$ cat src/rtl/mips_fetch_pkg.sv
// Shared types for the instruction-fetch front end: queue entry layout and
// the redirect drain state.
package mips_fetch_pkg;

  localparam int PC_W   = 16;
  localparam int INST_W = 32;

  typedef struct packed {
    logic [PC_W-1:0]   pc_plus1;
    logic [INST_W-1:0] inst;
  } fq_entry_t;

  typedef enum logic {
    RUN   = 1'b0,
    DRAIN = 1'b1
  } fq_state_e;

endpackage

$ cat src/rtl/fq_fifo.sv
// DEPTH-entry circular buffer of fetch entries; pointers carry one extra bit
// so a full queue can be told apart from an empty one.
module fq_fifo
  import mips_fetch_pkg::*;
#(
  parameter int DEPTH = 4,
  localparam int AW   = $clog2(DEPTH)
) (
  input  logic      clk,
  input  logic      rst,
  input  logic      push,
  input  fq_entry_t wdata,
  input  logic      pop,
  input  logic      clear,
  output fq_entry_t rdata,
  output logic [AW:0] count,
  output logic      full,
  output logic      empty
);

  localparam logic [AW:0] PTR_ONE = (AW+1)'(1);

  logic [AW:0] wr_ptr;
  logic [AW:0] rd_ptr;
  logic        do_push;
  logic        do_pop;
  fq_entry_t   mem [DEPTH];

  assign count   = wr_ptr - rd_ptr;
  assign empty   = (wr_ptr == rd_ptr);
  assign full    = (wr_ptr[AW] != rd_ptr[AW]) && (wr_ptr[AW-1:0] == rd_ptr[AW-1:0]);
  assign do_push = push && !full && !clear;
  assign do_pop  = pop && !empty && !clear;
  assign rdata   = mem[rd_ptr[AW-1:0]];

  // NOTE: non-blocking assignments so every flop samples the pre-edge values,
  // independent of the order the always blocks are evaluated in.
  always_ff @(posedge clk or negedge rst) begin
    if (!rst) begin
      wr_ptr <= '0;
      rd_ptr <= '0;
    end else if (clear) begin
      wr_ptr <= '0;
      rd_ptr <= '0;
    end else begin
      if (do_push) wr_ptr <= wr_ptr + PTR_ONE;
      if (do_pop)  rd_ptr <= rd_ptr + PTR_ONE;
    end
  end

  // NOTE: storage is deliberately not reset; stale words are never visible
  // because the top zeroes the dequeue outputs whenever the queue is empty.
  always_ff @(posedge clk) begin
    if (do_push) mem[wr_ptr[AW-1:0]] <= wdata;
  end

endmodule

$ cat src/rtl/fetch_queue.sv
// Instruction-fetch front end: owns the fetch PC, issues credit-limited
// requests, queues in-order responses and flushes on redirect.
// Optional same-cycle response bypass when built with FQ_BYPASS_EN defined.
module fetch_queue
  import mips_fetch_pkg::*;
#(
  parameter int              DEPTH    = 4,
  parameter logic [PC_W-1:0] RESET_PC = '0,
  localparam int             CW       = $clog2(DEPTH) + 1
) (
  input  logic              clk,
  input  logic              rst,
  output logic              imem_req_valid,
  input  logic              imem_req_ready,
  output logic [PC_W-1:0]   imem_req_addr,
  input  logic              imem_rsp_valid,
  input  logic [INST_W-1:0] imem_rsp_data,
  input  logic              redirect_valid,
  input  logic [PC_W-1:0]   redirect_pc,
  input  logic              deq_ready,
  output logic              deq_valid,
  output logic [INST_W-1:0] deq_inst,
  output logic [PC_W-1:0]   deq_pc_plus1,
  output logic [CW-1:0]     outstanding
);

  fq_state_e       state;
  logic [CW-1:0]   drop_cnt;
  logic [CW-1:0]   fifo_count;
  logic [CW-1:0]   rsp_left;
  logic [CW:0]     credits_used;
  logic [PC_W-1:0] fetch_pc;
  logic [PC_W-1:0] rsp_pc;
  logic            live;
  logic            draining;
  logic            req_fire;
  logic            rsp_keep;
  logic            push;
  logic            pop;
  logic            fifo_full;
  logic            fifo_empty;
  fq_entry_t       head;
  fq_entry_t       tail;

  // Credits cover queued entries plus every in-flight request, including
  // those whose responses will be dropped, so the queue can never overflow.
  assign credits_used   = {1'b0, fifo_count} + {1'b0, outstanding};
  assign imem_req_valid = live && !redirect_valid && (credits_used < (CW+1)'(DEPTH));
  assign imem_req_addr  = fetch_pc;
  assign req_fire       = imem_req_valid && imem_req_ready;

  assign draining = (state == DRAIN);
  assign rsp_keep = imem_rsp_valid && !redirect_valid && !draining;
  assign rsp_left = outstanding - CW'(imem_rsp_valid);
  assign pop      = !fifo_empty && deq_ready && !redirect_valid;
  assign tail     = '{pc_plus1: rsp_pc + PC_W'(1), inst: imem_rsp_data};

`ifdef FQ_BYPASS_EN
  logic bypass;
  assign bypass       = rsp_keep && fifo_empty;
  assign push         = rsp_keep && !fifo_full && !(bypass && deq_ready);
  assign deq_valid    = !fifo_empty || bypass;
  assign deq_inst     = !fifo_empty ? head.inst     : (bypass ? tail.inst     : '0);
  assign deq_pc_plus1 = !fifo_empty ? head.pc_plus1 : (bypass ? tail.pc_plus1 : '0);
`else
  assign push         = rsp_keep && !fifo_full;
  assign deq_valid    = !fifo_empty;
  assign deq_inst     = fifo_empty ? '0 : head.inst;
  assign deq_pc_plus1 = fifo_empty ? '0 : head.pc_plus1;
`endif

  fq_fifo #(.DEPTH(DEPTH)) u_fifo (
    .clk   (clk),
    .rst   (rst),
    .push  (push),
    .wdata (tail),
    .pop   (pop),
    .clear (redirect_valid),
    .rdata (head),
    .count (fifo_count),
    .full  (fifo_full),
    .empty (fifo_empty)
  );

  always_ff @(posedge clk or negedge rst) begin
    if (!rst) begin
      state       <= RUN;
      drop_cnt    <= '0;
      outstanding <= '0;
      fetch_pc    <= RESET_PC;
      rsp_pc      <= RESET_PC;
      live        <= 1'b0;
    end else begin
      live        <= 1'b1;
      outstanding <= outstanding + CW'(req_fire) - CW'(imem_rsp_valid);
      if (redirect_valid) begin
        fetch_pc <= redirect_pc;
        rsp_pc   <= redirect_pc;
        drop_cnt <= rsp_left;
        state    <= (rsp_left != '0) ? DRAIN : RUN;
      end else begin
        if (req_fire) fetch_pc <= fetch_pc + PC_W'(1);
        if (rsp_keep) rsp_pc   <= rsp_pc + PC_W'(1);
        if (imem_rsp_valid && draining) begin
          drop_cnt <= drop_cnt - CW'(1);
          if (drop_cnt == CW'(1)) state <= RUN;
        end
      end
    end
  end

endmodule
$ cat config.mk
export PLATFORM = sky130hd
export DESIGN_NAME = fetch_queue
export DESIGN_NICKNAME = d
export VERILOG_FILES = /design/src/rtl/mips_fetch_pkg.sv /design/src/rtl/fq_fifo.sv /design/src/rtl/fetch_queue.sv
export SDC_FILE = /design/constraint.sdc
export NUM_CORES = 1
export LEC_CHECK = 0
export ABC_AREA = 1
export BUFFER_PORTS_ARGS = -buffer_cell sky130_fd_sc_hd__buf_2
export CAP_MARGIN = 20
export CORE_MARGIN = 3
export CORE_UTILIZATION = 54
export CTS_BUF_LIST = sky130_fd_sc_hd__clkbuf_2 sky130_fd_sc_hd__clkbuf_4 sky130_fd_sc_hd__clkbuf_8
export CTS_CLUSTER_DIAMETER = 80
export DETAILED_ROUTE_END_ITERATION = 6
export HOLD_SLACK_MARGIN = 0.03
export PLACE_DENSITY = 0.87
export SLEW_MARGIN = 40
export SYNTH_ARGS = -nofsm -noshare
export SYNTH_HDL_FRONTEND = slang
export SYNTH_HIERARCHICAL = 1
export SYNTH_SLANG_ARGS = --single-unit
$ cat constraint.sdc
create_clock -name clk -period 3.85 [get_ports clk]
set_input_delay 0.1925 -clock clk [delete_from_list [all_inputs] [get_ports clk]]
set_output_delay 0.1925 -clock clk [all_outputs]
set_load 0.05 [all_outputs]
# Word-level counts from Yosys, hierarchy flattened
# Memory sizes are Yosys's and may differ from the RTL's.
# Cells that the tools add are included.
[word_totals]
regBits = 46
ram_bits = 192
word_cells = 68
n_memories = 1
[classes]
add_sub_neg = 10
order_cmp = 1
eq_ne = 4
muxes = 18
n_reduce_logical = 26
[mem_list]
columns = ["memory", "words", "width", "rd", "rd_ports_with_merged_regs", "write_ports", "line", "source"]
rows = [
  ["u_fifo.mem", 4, 48, 1, 0, 1, "fq_fifo.sv:27", "fq_entry_t mem [DEPTH];"],
]
[op_table]
columns = ["op", "n"]
rows = [
  ["two-way mux 16 bit", 5],
  ["adder 16 x 1 -> 16 bit (second input constant)", 2],
  ["two-way mux 32 bit", 1],
  ["two-way mux 3 bit", 6],
  ["logical AND 1 bit", 14],
  ["nonzero test 2 bit", 6],
  ["adder 3 x 1 -> 3 bit (second input constant)", 2],
  ["two-way mux 1 bit", 6],
  ["subtractor 3 x 1 -> 3 bit", 2],
  ["adder 3 x 3 -> 4 bit", 1],
  ["logical NOT 1 bit", 4],
  ["< comparator 4 x 3 -> 1 bit (second input constant)", 1],
  ["adder 3 x 1 -> 3 bit", 1],
  ["equality test 3 x 1 -> 1 bit (second input constant)", 1],
  ["equality test 3 bit", 1],
  ["nonzero test 3 bit", 1],
  ["subtractor 3 x 1 -> 3 bit (second input constant)", 1],
  ["subtractor 3 bit", 1],
  ["equality test 2 bit", 1],
  ["AND reduction 2 bit", 1],
  ["!= test 1 bit", 1],
]

# Longest topological paths before layout
# Gate-level depths: netlist of run 1.
[depth]
ltp_word = 8
depth_mapped = 16
ltp_nobuf = 16

# By module
# Netlist of run 1, hierarchy kept.
[by_module_without_submodules]
columns = ["mod", "n_inst", "cells_each", "area_per_inst_um2", "seq_area_each_um2"]
rows = [
  ["fq_fifo", 1, 535, 7913.8, 5915.7],
  ["fetch_queue", 1, 440, 2930.3, 1001.0],
]

# Worst setup path before layout of run 1
# No wires, ideal clock.
[synth_path]
path_type = "reg-to-reg"
startpoint = "register u_fifo.rd_ptr[1]"
endpoint = "memory u_fifo/mem[0][0] in the netlist's numbering (enable)"
setup_time_ns = 0.454
t_arrival_ns = 3.667
required_ns = 3.396
slack_ns = -0.271
stages_incl_launch_ff = 12
period_less_slack_ns = 4.121
path_cell_list = "dfrtp_1 -> inv_2 -> buf_4 -> buf_4 -> ha_1 -> nand2_1 -> inv_1 -> nand3_2 -> inv_1 -> nor2_1 -> nand3_1 -> nor2_1"
[synth_via]
elab_chain_cells = 8
[synth_rtl]
columns = ["element", "line", "source"]
rows = [
  ["from (decl)", "fq_fifo.sv:24", "logic [AW:0] rd_ptr;"],
  ["from (signal assigned)", "fq_fifo.sv:47", "if (do_pop) rd_ptr <= rd_ptr + PTR_ONE;"],
  ["equality test 2 bit", "fq_fifo.sv:31", "assign full = (wr_ptr[AW] != rd_ptr[AW]) && (wr_ptr[AW-1:0] == rd_ptr[AW-1:0]);"],
  ["logical AND 1 bit", "fq_fifo.sv:31", ""],
  ["net fifo_full", "fetch_queue.sv:40", "logic fifo_full;"],
  ["logical NOT 1 bit", "fetch_queue.sv:66", "assign push = rsp_keep && !fifo_full;"],
  ["logical AND 1 bit", "fetch_queue.sv:66", ""],
  ["net push", "fetch_queue.sv:38", "logic push;"],
  ["logical AND 1 bit (2 in series)", "fq_fifo.sv:32", "assign do_push = push && !full && !clear;"],
  ["two-way mux 1 bit", "fq_fifo.sv:54", "if (do_push) mem[wr_ptr[AW-1:0]] <= wdata;"],
  ["two-way mux 1 bit (implied by the code)", "fq_fifo.sv:54", ""],
  ["to (decl)", "fq_fifo.sv:27", ""],
]
# The timed path passes the listed nets, and every way through them passes these cells.

# Final worst setup path of run 1
[layout_path]
startpoint = "register u_fifo.wr_ptr[0]"
endpoint = "register outstanding[2]"
[layout_via]
elab_chain_cells = 7
[layout_rtl]
columns = ["element", "line", "source"]
rows = [
  ["from (decl)", "fq_fifo.sv:23", "logic [AW:0] wr_ptr;"],
  ["from (signal assigned)", "fq_fifo.sv:46", "if (do_push) wr_ptr <= wr_ptr + PTR_ONE;"],
  ["subtractor 3 bit", "fq_fifo.sv:29", "assign count = wr_ptr - rd_ptr;"],
  ["net fifo_count[2]", "fetch_queue.sv:29", "logic [CW-1:0] fifo_count;"],
  ["adder 3 x 3 -> 4 bit", "fetch_queue.sv:47", "assign credits_used = {1'b0, fifo_count} + {1'b0, outstanding};"],
  ["< comparator 4 x 3 -> 1 bit", "fetch_queue.sv:48", "assign imem_req_valid = live && !redirect_valid && (credits_used < (CW+1)'(DEPTH));"],
  ["logical AND 1 bit", "fetch_queue.sv:48", ""],
  ["logical AND 1 bit", "fetch_queue.sv:50", "assign req_fire = imem_req_valid && imem_req_ready;"],
  ["adder 3 x 1 -> 3 bit", "fetch_queue.sv:95", "outstanding <= outstanding + CW'(req_fire) - CW'(imem_rsp_valid);"],
  ["subtractor 3 x 1 -> 3 bit", "fetch_queue.sv:95", ""],
  ["to (signal assigned)", "fetch_queue.sv:95", ""],
  ["to (decl)", "fetch_queue.sv:24", "output logic [CW-1:0] outstanding"],
]
# The timed path passes the listed nets, and every way through them passes these cells.
# A chain may end at the register's enable or synchronous reset.

==> flow_summary.ini, run 1 <==
[timing]
relSlewSlack_pct = 46.0
setup_slack_ns = 0.437
period_needed_ns = 3.41
setup_viol = 0
fmax_mhz = 293
hold_violations = 0
slew_viol_final = 0
layout_worst_path_cycle_share_pct = 88.6
tightestPinTransition_ns = 0.810
fin_skew_ns = 0.0207
rsz0062_at_grt = false

[logic_synthesis]
yosysWarnings = 6
netlist.area_leader.share_pct = 53.2
syn-mean-instance-area_um2 = 11.1
netlist_top_cells_area = edfxtp_1, dfrtp_1, nor2_1
synth_cells = 975
synth_edf_count = 192
yosysSeqAreaShare_pct = 63.8
synth_nets = 1048
syn_area_um2 = 10800
synthArstFlopShare_pct = 19.3
ys.flop_type = edfxtp_1
ys_types = 40
yosys.area.top_type = edfxtp_1
ys_ff_latch = 238

[place]
gp_congestion = 0.889
pre_cts_slack_ns = 0.446
port_buffers = 122
hpwl_um = 13900

[drt]
ant_nets = 0
drtPass1Iterations = 5
drc = 0
vias_per_cell = 5.37
drtIter0Drc = 541
wl_per_cell_um = 16.4
totalWireLength_um = 23600
vias = 7759

[clocking]
cts_buffers = 38
cts.sinks = 238
cts_tree = built
postCtsSetupBuffers = 0
clk_transition_reported_paths_ns = 0.06
cts.path.max_buffers = 3
insertion_delay_ns = 0.53
cts_root_buf = clkbuf_8
cts-htree-levels = 2

[die]
die_width_um = 148
die-area_um2 = 21800
core_um2 = 19600
initial_core_util_pct = 55.4
rows = 51
fp.dieH_um = 148
io_pins = 123

[grt]
grt_pass1_vias = 7500
grt_max_degree = 100
gr-total-overflow = 0
grt_antenna_before_repair = 0
grt_pass1_wl_um = 37600
track_usage_pct = 21.4

[worst_setup_path]
startpoint_type = register
critPathKind = register to register
critPathSlowestCell = dfrtp_1
crit_fanout = 9
arrival_ns = 3.82
cp_slowest_stage_delay_ns = 0.42
cp-end-kind = register
reg2reg_slack_ns = 0.44
critPathRequiredTime_ns = 4.26
path_cells = inv_1, ha_1, inv_1, fa_1, xor2_1, ha_1, nor2_1, nand2_1, nor2_2, nand2_2, ha_1, inv_1, ha_1, fa_1, xnor2_1, xor2_1
cp_common_cell = ha_1

[finish]
area_growth_pct = 18.8
finish.utilization_pct = 65.8
diodes = 0
fin_nets = 1227
num-fill-cells = 1398
multi_input_area_um2 = 3270
regArea_um2 = 6920
layout-drive-gt1-share_pct = 23.1

[run]
max_cap_viol_count = 0

[power]
power.density_nw_per_um2 = 479
vdd_ir_drop_max_v = 0.000491
leakage_nw = 5.28

[min_path]
hold_path.class = input pin to register

[outcome]
status = finished, final reports clean
## routing by layer
| layer | global-route usage, % | up-vias | routed length (µm) |
|---|---|---|---|
| li1 | - | 3705 | - |
| met1 | 28.3 | 3707 | 9810 |
| met2 | 36.0 | 303 | 11600 |
| met3 | 4.35 | 44 | 1780 |
| met4 | 6.57 | 0 | 454 |
| met5 | 0 | - | 0 |
## through the flow
step	setup TNS, ns	hold slack, ns	cells	instance area (µm²)	total power [W]
floorplan	-52.08	-0.103	975	10800	0.00378
global placement	0	0.407	1330	11600	0.00401
detailed placement	0	0.243	1330	11600	0.00405
CTS	0	0.0359	1445	12900	0.00621
global route	0	0.0736	1445	12900	0.00642
finish	0	0.0632	1445	12900	0.00618
## cell type report
cell class,count,share of cell area (%)
sequential,238,53.7
multi-input combinational,590,25.4
timing repair buffer,181,9.37
clock buffer,56,5.25
inverter,105,3.14
tap,265,2.57
clock inverter,10,0.583
## cell families (layout without fill, tap and decap cells)
group,after synthesis,in the layout,share of synthesized area (%)
other cells,1,1,0.0346
buf+inv,147,352,6.35
simple gates,368,368,14.8
flops,238,238,63.8
xor+xnor,20,20,1.62
compound gates,182,182,11.1
fa+ha+maj,19,19,2.33
## critical path: cells and delay by family, from the launching register on
family        cells  cell delay [ns]
flops             1             0.42
fa+ha+maj         6             1.69
xor+xnor          3             0.45
simple gates      4             0.48
buf+inv           3             0.24
## cells in the mapped netlist (3+ instances only)
cell type	n
nand3_1	42
ha_1	17
buf_2	10
a21oi_1	6
nand4_1	12
o22ai_1	20
clkbuf_2	4
o21ai_1	3
nand2_1	119
o211ai_1	13
buf_6	5
xor2_1	10
inv_1	100
buf_12	3
buf_4	3
dfrtp_1	46
nor2_2	32
nor3_1	3
nor2_1	150
o21ai_0	104
xnor2_1	10
clkbuf_1	15
edfxtp_1	192
o22ai_2	30
## power breakdown
group,switching (W),internal (W)
Clock,0.000936,0.00119
Combinational,0.000697,0.000289
Sequential,0.000116,0.00294
## what timing repair did
action                                  in CTS  in global routing
resized for setup                            0                  0
hold buffers                                49                  0
endpoints found under the setup margin       0                  0
hold endpoints to repair                   204                  0
## state kept, by name, indices dropped and copies added, names as in the netlist
register,cells
imem_req_addr,16
outstanding,3
u_fifo/mem,192
drop_cnt,3
rsp_pc,16
live,1
draining,1
u_fifo/rd_ptr,3
u_fifo/wr_ptr,3
## placed cells by master, fill, tap and decap left out, types with 3 or more instances in the layout
cell / instances
nand2_1: 119
ha_1: 17
dlygate4sd3_1: 49
buf_4: 8
edfxtp_1: 192
o21ai_1: 3
nor2_1: 146
nand3_1: 42
o22ai_1: 20
inv_2: 3
clkbuf_8: 41
xor2_1: 10
o22ai_2: 30
inv_6: 4
dfrtp_1: 45
o21ai_0: 104
a21oi_1: 6
nand4_1: 12
clkbuf_4: 15
nor2_2: 32
o211ai_1: 13
clkinv_1: 7
buf_2: 121
xnor2_1: 10
nor3_1: 3
nor2_4: 4
inv_1: 99
## final timing paths
kind | start | end | cells past startpoint
worst max-delay path | u_fifo/wr_ptr[0] | outstanding[2] | 16
worst min-delay path | imem_rsp_valid | draining | 4
worst max register to register | u_fifo/wr_ptr[0] | outstanding[2] | 16
worst min register to register | rsp_pc[12] | rsp_pc[12] | 2
max in group asynchronous | rst | u_fifo/rd_ptr[0] | 2
min in group asynchronous | rst | rsp_pc[5] | 2
(Power assumes the default switching activity.)
==> run 2: changes to the inputs <==
- ABC_AREA: 1 -> 0
- PLACE_DENSITY: 0.87 -> 0.88
==> run 2 against run 1 <==
Against the previous run: combinational power rose by 140%; die area fell by 4.6%; routed wire length fell by 13%; first-iteration DRC count fell by 26%; hold slack improved by 0.011 ns; worst setup slack got worse by 0.055 ns; cell count fell by 24%; total power rose by 25%; clock-buffer cell count rose by 4; via count fell by 19%; synthesized cell count fell by 34%; clock skew fell by 0.0027 ns; largest cell class unchanged.
==> flow_summary.ini, run 2 <==
[drt]
drc = 0
wl_per_cell_um = 18.8
vias = 6261
wl_met1_um = 8610
wl_met2_um = 10100
highest_layer = met4
drtIter0Drc = 398
totalWireLength_um = 20500
drtPass1Iterations = 5
ant_nets = 0
met3_wirelength_um = 1340
vias_per_cell = 5.74

[run]
max_cap_viol_count = 0

[logic_synthesis]
yosysMostFrequentCell = edfxtp_1
synth-simple-area-share_pct = 10.4
synth_adder_area_share_pct = 2.45
synth_compound_area_share_pct = 3.84
synth_mux_area_share_pct = 11.3
ys_types = 60
synth_common_cells = edfxtp_1, nor2b_1, mux4_2, dfrtp_1, nand2_1
synth_xor_area_share_pct = 2.70
netlist.area_leader.share_pct = 55.8
ys_ff_latch = 238
netlist_top_cells_area = edfxtp_1, dfrtp_1, mux4_2
synth_top_family_by_area = multiplexers
yosys.area.top_type = edfxtp_1
synth_edf_count = 192
ys.flop_type = edfxtp_1
syn_area_um2 = 10300
yosysWarnings = 6
synth_cells = 642
synth_nets = 715
synthArstFlopShare_pct = 19.3
syn-mean-instance-area_um2 = 16.1
yosysSeqAreaShare_pct = 67.0

[place]
gp_congestion = 0.849
placed_cell_area_um2 = 11200
port_buffers = 122
hpwl_um = 11800

[worst_setup_path]
critPathSlowestCell = dfrtp_1
path_delay_family = adder cells
critPathBufInv = 4
cp_common_cell = ha_1
regToRegStartpoint = u_fifo/wr_ptr[0]
crit_fanout = 5
startpoint_type = register
cp-end-kind = register
cp-startpoint = u_fifo/wr_ptr[0]
path_cells = inv_1, ha_1, inv_1, fa_1, xor2_1, ha_1, nor4b_2, and4_1, inv_2, ha_1, inv_1, ha_1, fa_1, xor2_1, xnor2_1
cp_slowest_stage_delay_ns = 0.42
critPathKind = register to register
arrival_ns = 3.87
critPathRequiredTime_ns = 4.25

[finish]
final_cell_mix = edfxtp_1, buf_2, nor2b_1
post-route-cell-area_um2 = 12600
multi_input_area_um2 = 3230
layout_commonest_cell = edfxtp_1
num-fill-cells = 1171
regArea_um2 = 6920
diodes = 0
largest_reg_flops = 192
area_growth_pct = 21.9
fin_nets = 906
layout-drive-gt1-share_pct = 31.2

[timing]
hold_ws_ns = 0.0744
slew_viol_final = 0
hold_violations = 0
setup_viol = 0
period_needed_ns = 3.47
relSlewSlack_pct = 50.7
rsz0062_at_grt = false
final.setup.tns_ns = 0
tightestPinTransition_ns = 0.739
fmax_mhz = 288
fin_skew_ns = 0.0180
layout_worst_path_cycle_share_pct = 90.1

[outcome]
status = finished, final reports clean

[grt]
gr-total-overflow = 0
grt_pass1_vias = 6471
grt_max_degree = 51
grt_pass1_wl_um = 32200
track_usage_pct = 19.8
grt_antenna_before_repair = 0

[die]
initial_core_util_pct = 56.1
core_um2 = 18400
fp.dieH_um = 144
rows = 49
die-area_um2 = 20800
io_pins = 123
die_width_um = 144

[min_path]
hold_path.class = input pin to register
min_from = redirect_pc[2]

[clocking]
cts.sinks = 238
cts_tree = built
clk_transition_reported_paths_ns = 0.06
cts.path.max_buffers = 3
insertion_delay_ns = 0.53
cts_root_buf = clkbuf_8
cts-htree-levels = 2
cts_resized = 0
cts_buffers = 39

[power]
power.density_nw_per_um2 = 616
leakage_nw = 4.56
vdd_ir_drop_max_v = 0.000577
## run 2: cell types whose count changed in the layout (fill, tap and decap cells not counted), moves of 8 or more
cell / previous run / this run
a31oi_1: 2 / 14
o22ai_2: 30 / 0
nand3_1: 42 / 20
o21ai_0: 104 / 10
mux4_2: 0 / 48
nor2b_1: 0 / 50
o22ai_1: 20 / 0
or4_1: 0 / 12
o211ai_1: 13 / 2
nor2_2: 32 / 1
nand2_1: 119 / 24
nor2_1: 146 / 21
inv_1: 99 / 20
o31ai_1: 0 / 8
## run 2: cell families (layout without fill, tap and decap cells)
logic type      count (synthesis)  count (layout)
other cells                     1               1
flops                         238             238
xor+xnor                       31              31
simple gates                  183             183
fa+ha+maj                      19              19
compound gates                 60              60
buf+inv                        54             274
mux                            56              56
## run 2: power breakdown
part | internal (W) | switching, W
logic | 0.000766 | 0.00159
clock network | 0.00141 | 0.000958
registers | 0.00292 | 0.000111
## run 2: repair_timing
item / CTS / global route
setup endpoints to repair: 0 / 0
endpoints found under the hold margin: 204 / 0
setup buffers: 0 / 0
hold buffers: 48 / 0
## run 2: final timing paths
| path | end | slack (ns) | cells after the start |
|---|---|---|---|
| min in group asynchronous | u_fifo/wr_ptr[1] | 0.21 | 2 |
| min reg2reg | imem_req_addr[15] | 0.55 | 1 |
| max reg2reg | outstanding[2] | 0.38 | 15 |
| min | imem_req_addr[2] | 0.07 | 3 |
| max | outstanding[2] | 0.38 | 15 |
| max in group asynchronous | u_fifo/rd_ptr[0] | 3.20 | 2 |
## run 2: layout make-up
cell class	instances	area share, %
clock buffer	60	5.76
clock inverter	10	1.05
inverter	21	0.626
multi-input combinational	350	25.7
sequential	238	55.0
tap	229	2.28
timing repair buffer	183	9.61
## run 2: per-stage QoR
step	setup WS (ns)	util, %	total power, W	cells
2_1_floorplan	0.00475	-	0.00487	642
3_5_place_dp	0.403	61.1	0.00540	973
4_1_cts	0.407	68.4	0.00782	1091
5_1_grt	0.178	68.4	0.00812	1091
6_report	0.383	68.4	0.00775	1091
3_3_place_gp	0.518	61.1	0.00536	973
## run 2: layer usage
layer / up-vias / global-route usage (%)
met2: 250 / 33.6
met3: 34 / 3.64
met5: - / 0
met4: 0 / 6.68
met1: 3089 / 25.9
li1: 2888 / -
## run 2: worst register-to-register path, cell delays in order, from the launching register on
cell and delay (ns):
dfrtp_1 0.42, inv_1 0.14, ha_1 0.16, inv_1 0.05
fa_1 0.37, xor2_1 0.17, ha_1 0.29, nor4b_2 0.26
and4_1 0.28, inv_2 0.05, ha_1 0.26, inv_1 0.04
ha_1 0.18, fa_1 0.40, xor2_1 0.17, xnor2_1 0.13
==> run 3: changes to the inputs <==
- SETUP_SLACK_MARGIN: default -> 0.5
==> run 3 against run 2 <==
Against the previous run: non-clock buffer count up 4; via count up 1.9%; die area did not move; global-route usage is 0.38 points higher; critical path type unchanged; critical endpoint unchanged; largest power group unchanged.
==> flow_summary.ini, run 3 (synthesis gave the netlist of run 2 again) <==
[worst_setup_path]
reg2regPathDepth = 15
critPathRequiredTime_ns = 4.26
critPathKind = register to register
crit_fanout = 3
cp-startpoint = u_fifo/wr_ptr[0]
regToRegStartpoint = u_fifo/wr_ptr[0]
cp-end-kind = register
reg2reg_slack_ns = 0.54
startpoint_type = register
arrival_ns = 3.72
timing.rr.end = outstanding[2]

[min_path]
hold_end = rsp_pc[1]
hold_path.class = input pin to register
min_from = redirect_valid
hold_depth = 2

[finish]
num-fill-cells = 1191
final_cell_mix = edfxtp_1, buf_2, nor2b_1
finish.utilization_pct = 68.8
area_growth_pct = 22.6
layout_commonest_cell = edfxtp_1
layout-drive-gt1-share_pct = 32.3
diodes = 0
largest_reg_flops = 192
post-route-cell-area_um2 = 12700
fin_nets = 911

[grt]
grt_antenna_before_repair = 0
grt_pass1_wl_um = 32800
gr-total-overflow = 0
grt.met3_usage_pct = 3.64
grt_pass1_vias = 6434
track_usage_pct = 20.1
met1_usage_pct = 26.8
gr-max-usage-layer = met2
grt_max_degree = 53
grtUsageMet2_pct = 34.3

[die]
die_width_um = 144
rows = 49
core_um2 = 18400
fp.dieH_um = 144
initial_core_util_pct = 56.1
io_pins = 123
die-area_um2 = 20800

[drt]
wl_per_cell_um = 19.1
drtIter0Drc = 401
drc = 0
drtPass1Iterations = 5
totalWireLength_um = 20900
ant_nets = 0
vias = 6381
vias_per_cell = 5.82

[power]
power.density_nw_per_um2 = 608
vdd_ir_drop_max_v = 0.000577
leakage_nw = 4.56

[timing]
fin_skew_ns = 0.0231
rsz0062_at_grt = true
hold_violations = 0
setup_slack_ns = 0.538
setup_viol = 0
slew_viol_final = 0
final.setup.tns_ns = 0
period_needed_ns = 3.31
relSlewSlack_pct = 51.1
layout_worst_path_cycle_share_pct = 86.0
tightestPinTransition_ns = 0.734
fmax_mhz = 302

[place]
hpwl_um = 12000
gp_congestion = 0.885
port_buffers = 122
pre_cts_slack_ns = 0.364
placed_cell_area_um2 = 11300

[clocking]
cts_root_buf = clkbuf_8
insertion_delay_ns = 0.53
cts-htree-levels = 2
cts_tree = built
cts.path.max_buffers = 3
cts_buffers = 39
cts.sinks = 238
clk_transition_reported_paths_ns = 0.06

[outcome]
status = finished, final reports clean

[run]
max_cap_viol_count = 0
-- run 3: area by class of cell --
cell class	instances	area [µm²]	area share, %
Tap cell	229	287	2.26
Timing Repair Buffer	187	1230	9.72
Inverter	21	93.8	0.741
Multi-Input combinational cell	350	3310	26.2
Clock buffer	57	684	5.41
Sequential cell	238	6920	54.7
Clock inverter	13	120	0.949
Timing Repair inverter	1	8.76	0.0692
-- run 3: report_power, final --
group	switching, W	total [W]	leakage, nW	internal, W
Clock	0.000948	0.00223	0.423	0.00128
Sequential	0.000111	0.00303	2.27	0.00292
Combinational	0.00163	0.00244	1.87	0.000803
Total	0.00269	0.00769	4.56	0.00500
-- run 3: metal layers --
layer / wire length (µm) / share of wire, %
met4: 380 / 1.8
met5: 0 / 0
met1: 8710 / 42
met3: 1480 / 7.1
met2: 10400 / 49
-- run 3: per-stage QoR --
stage | hold WS, ns | power [W] | std cells
detailed placement | 0.232 | 0.00546 | 971
CTS | 0.161 | 0.00774 | 1091
finish | 0.163 | 0.00769 | 1096
global route | 0.172 | 0.00806 | 1096
global placement | 0.407 | 0.00540 | 971
floorplan | -0.103 | 0.00492 | 642
-- run 3: critical path: stages (launching register included) --
cell and delay (ns):
dfrtp_1 0.40, inv_2 0.09, ha_4 0.12, inv_2 0.03, fa_2 0.33, xor2_1 0.18
ha_1 0.31, nor4b_2 0.30, and4_4 0.33, clkinv_8 0.06, ha_4 0.25, inv_2 0.04
ha_4 0.15, fa_2 0.33, xor2_1 0.15, xnor2_1 0.12
-- run 3: how the worst max path moves through the flow --
| stage | to | slack, ns | cells past startpoint |
|---|---|---|---|
| floorplan | outstanding[2] | 0.25 | 18 |
| global placement | outstanding[2] | 0.43 | 15 |
| detailed placement | outstanding[2] | 0.36 | 15 |
| CTS | outstanding[2] | 0.51 | 15 |
| global route | outstanding[2] | 0.42 | 15 |
| finish | outstanding[2] | 0.54 | 15 |
-- run 3: timing repair --
| item | CTS | global route |
|---|---|---|
| endpoints found under the setup margin | 1 | 1 |
| pin swaps | 2 | 6 |
| buffers inserted | 1 | 4 |
| gates cloned | 0 | 1 |
| endpoints found under the hold margin | 205 | 0 |
| gates resized for setup | 1 | 4 |
| hold buffers | 49 | 0 |
